`src/rtl/zero_count_pattern_gen.sv`:
```
// Serial pattern generator: builds an 8-bit word holding min(in_count, 8) zeros packed into
// the LSBs, one bit per clock, then holds it under a valid/ready handshake.
module zero_count_pattern_gen (
    input  logic       clk,
    input  logic       rst,
    input  logic       in_valid,
    input  logic [3:0] in_count,
    output logic       in_ready,
    output logic       out_valid,
    output logic [7:0] out_word,
    output logic       out_sat,
    input  logic       out_ready,
    output logic       busy
);

    typedef enum logic [1:0] {StIdle, StBuild, StDone} state_e;

    state_e     state_q, state_d;
    logic [2:0] idx_q, idx_d;
    logic [3:0] n_q, n_d;
    logic [7:0] word_q, word_d;
    logic       sat_q, sat_d;

    always_comb begin
        state_d = state_q;
        idx_d   = idx_q;
        n_d     = n_q;
        word_d  = word_q;
        sat_d   = sat_q;
        case (state_q)
            StIdle: begin
                if (in_valid) begin
                    sat_d   = (in_count > 4'd8);
                    n_d     = sat_d ? 4'd8 : in_count;
                    word_d  = 8'h00;
                    idx_d   = 3'd0;
                    state_d = StBuild;
                end
            end
            StBuild: begin
                // Bits below n are zeros, the rest ones.
                word_d[idx_q] = ({1'b0, idx_q} >= n_q);
                idx_d         = idx_q + 3'd1;
                if (idx_q == 3'd7) begin
                    state_d = StDone;
                end
            end
            StDone: begin
                if (out_ready) begin
                    state_d = StIdle;
                end
            end
            default: state_d = StIdle;
        endcase
    end

    always_ff @(posedge clk) begin
        if (rst) begin
            state_q <= StIdle;
            idx_q   <= 3'd0;
            n_q     <= 4'd0;
            word_q  <= 8'h00;
            sat_q   <= 1'b0;
        end else begin
            state_q <= state_d;
            idx_q   <= idx_d;
            n_q     <= n_d;
            word_q  <= word_d;
            sat_q   <= sat_d;
        end
    end

    assign in_ready  = (state_q == StIdle);
    assign busy      = ~in_ready;
    assign out_valid = (state_q == StDone);
    assign out_word  = word_q;
    assign out_sat   = sat_q;

endmodule

```
`config.mk`:
```
export PLATFORM = sky130hd
export DESIGN_NAME = zero_count_pattern_gen
export DESIGN_NICKNAME = d
export VERILOG_FILES = /design/src/rtl/zero_count_pattern_gen.sv
export SDC_FILE = /design/constraint.sdc
export NUM_CORES = 1
export LEC_CHECK = 0
export BUFFER_PORTS_ARGS = -buffer_cell sky130_fd_sc_hd__buf_2
export CORE_MARGIN = 4
export CORE_UTILIZATION = 54
export CTS_BUF_LIST = sky130_fd_sc_hd__clkbuf_4
export DETAILED_ROUTE_END_ITERATION = 10
export HOLD_SLACK_MARGIN = 0.15
export PLACE_DENSITY = 0.79
export SKIP_CTS_REPAIR_TIMING = 1
export SYNTH_ARGS = -nofsm -noshare
export SYNTH_HDL_FRONTEND = slang
export SYNTH_SLANG_ARGS = --single-unit
```
`constraint.sdc`:
```
create_clock -name clk -period 2.4 [get_ports clk]
set_clock_uncertainty 0.2 [all_clocks]
set_input_delay 0.48 -clock clk [delete_from_list [all_inputs] [get_ports clk]]
set_output_delay 0.48 -clock clk [all_outputs]
set_load 0.02 [all_outputs]
```
==> impl_metrics.tcl <==
set metrics [dict create \
    grt_pass1_vias 724 \
    grt_pass1_wl_mm 2.99 \
    rsz0062_at_grt "false" \
    die_area_um2 2360 \
    r2r_slack_ns 0.35 \
    clk_pin_slew_worst_paths_ns 0.10 \
    ys_types 28 \
    arrival_ns 1.99 \
    synth_top_family_by_area "compound AO/OA/AOI/OAI gates" \
    p_comb_frac 0.136 \
    p_int_w 0.000397 \
    io_pins 20 \
    post_drt_wl_per_cell_um 14.2 \
    synthAdderAreaFrac 0.0704 \
    fmaxAchievable_mhz 488 \
    port_buffers 19 \
    crit_path_end_kind "flop" \
    ys.flop_type "dfxtp_1" \
    finalCritPeriodShare 0.854 \
    syn-num-nets 104 \
    r2r-start "idx_q[0]" \
    clkPwrFrac 0.278 \
    drive_gt1_frac 0.255 \
    synth_area_leaders "dfxtp_1, a32oi_1, ha_1" \
    grt_antenna_before_repair 0 \
    worstReg2RegEnd "out_word[0]" \
    vias_per_cell 6.07 \
    nNetsFinal 124 \
    hpwl_mm 1.34 \
    syn_inst 91 \
    status "complete, no violations" \
    cap_violations 0 \
    seqPwrFrac 0.586 \
    drtIter0Drc 10 \
    worstSetupEndpoint "out_word[0]" \
    area_delta_synth_final_pct 13.1 \
    synthSimpleGateAreaFrac 0.225 \
    switching_power_w 0.000146 \
    core_area_um2 1520 \
    utilization 0.659 \
    p_leak_nw 0.417 \
    synthMostInstantiatedCell "dfxtp_1" \
    required_ns 2.34 \
    worstSetupPathType "flop to flop" \
    relSlewSlack 0.589 \
    synthXorXnorAreaFrac 0 \
    finalWeightedCongestion 0.791 \
    firstDrtPassIters 4 \
    num_rows 14 \
    grt_usage 0.152 \
    synth-edff-count 0 \
    synth-seq-area-share 0.406 \
    setup_viol 0 \
    setup_tns_ns 0 \
    die_h_um 48.6 \
    synth_top_area_share 0.406 \
    ys_ff_latch 18 \
    antennaDiodeCount 0 \
    crit_fanout 8 \
    grt_max_degree 14 \
    synth.area.mux_share 0 \
    register_area_um2 360 \
    ys_warn_count 0 \
    async_flop_share 0 \
    n_fill_cell 138 \
    worst_slew_pin_slew_ns 0.616 \
    cts_max_level 1 \
    cts_root_buf "clkbuf_4" \
    syn_avg_cell_area_um2 9.76 \
    synth_compound_area_frac 0.245 \
    drcViolationCount 0 \
    p_per_area_nw_per_um2 540 \
    dieWidth_um 48.6 \
    netlist_area_um2 888 \
    start_util 0.583 \
    power_w 0.000543 \
    postRouteAntennaNets 0 \
    worst_ir_drop_vdd_v 0.000392 \
    postRouteWirelength_mm 1.79 \
    critPathLaunch "idx_q[0]" \
    clock-sinks 18 \
    cp-start-kind "flop" \
    drv_slew 0 \
    synth_common_cells "dfxtp_1, a31oi_1, a32oi_1, a21oi_1" \
    clk_latency_ns 0.29 \
    yosysTopAreaCell "dfxtp_1" \
    post-route-min-period_ns 2.05 \
    hp-class "input port to flop" \
    reg2reg_depth 5 \
    vias 765 \
    multiInputGateArea_um2 480 \
    clockBufferDepth 2 \
    hold_viol 0 \
    cts-buffers-inserted 3 \
    grt.overflow.total 0 \
    cts_tree "done" \
    switching_share 0.269 \
]
through the flow:
step | cell area (um^2) | hold WS [ns] | setup slack [ns] | cells
final | 1000 | 0.246 | 0.351 | 126
after global routing | 1000 | 0.249 | 0.238 | 126
after CTS | 1000 | 0.239 | 0.370 | 126
after detailed placement | 978 | 0.244 | 0.375 | 122
after global placement | 978 | 0.236 | 0.432 | 122
after floorplan | 888 | 0.232 | 0.573 | 91
power groups by stage:
stage | Clock [W] | Combinational (W) | Sequential [W]
after floorplan | 0 | 0.0000517 | 0.000325
after global placement | 0 | 0.0000715 | 0.000325
after detailed placement | 0 | 0.0000736 | 0.000325
after CTS | 0.000157 | 0.0000738 | 0.000318
after global routing | 0.000176 | 0.0000814 | 0.000320
final | 0.000151 | 0.0000738 | 0.000318
per-layer routing:
layer  share of wire  global-route usage  vias up
li1                -                   -      387
met5               0                   0        -
met1            0.46               0.175      368
met2            0.51               0.270       10
met4               0              0.0583        0
met3           0.031              0.0337        0
layout by cell type, fill, tap and decap left out, types with 2 or more instances in the layout:
cell type / netlist / final
buf_2: 1 / 19
dfxtp_1: 18 / 18
a22oi_1: 3 / 3
nor2_1: 5 / 5
nand2_1: 6 / 6
inv_1: 6 / 6
nand3b_1: 4 / 4
a21oi_1: 7 / 7
clkbuf_4: 0 / 3
a31oi_1: 8 / 8
and4bb_2: 2 / 2
nor2b_1: 3 / 3
ha_1: 5 / 5
a32oi_1: 8 / 8
worst max-delay path: stages (launching register included):
cell and delay [ns]:
dfxtp_1 0.49, inv_1 0.08, ha_1 0.29, or3b_1 0.37, o2111ai_1 0.30, a31oi_1 0.18
sequential cells by signal (all words and copies together), names as in the netlist:
register  count
out_word      8
n_q           4
idx_q         3
state_q       2
out_sat       1
layout make-up:
cell class | count | share of cell area
sequential | 18 | 0.359
tap | 16 | 0.0199
clock inverter | 1 | 0.00374
multi-input combinational | 63 | 0.478
timing repair buffer | 19 | 0.0946
clock buffer | 3 | 0.0224
inverter | 6 | 0.0224
cell families (layout without fill, tap and decap cells):
kind of cell	count (synthesis)	count (layout)
AND/OR/NAND/NOR	27	27
AO/OA/AOI/OAI	31	31
flip-flops	18	18
adder cells (fa/ha/maj)	5	5
buffers and inverters	10	29
worst min-delay path by stage:
stage                            end      start  depth (start not counted)
after floorplan               n_q[1]     n_q[1]                          2
after global placement       out_sat    out_sat                          2
after detailed placement     out_sat    out_sat                          2
after CTS                 state_q[1]  out_ready                          3
after global routing      state_q[1]  out_ready                          3
final                     state_q[1]  out_ready                          3
(Power assumes the default switching activity.)
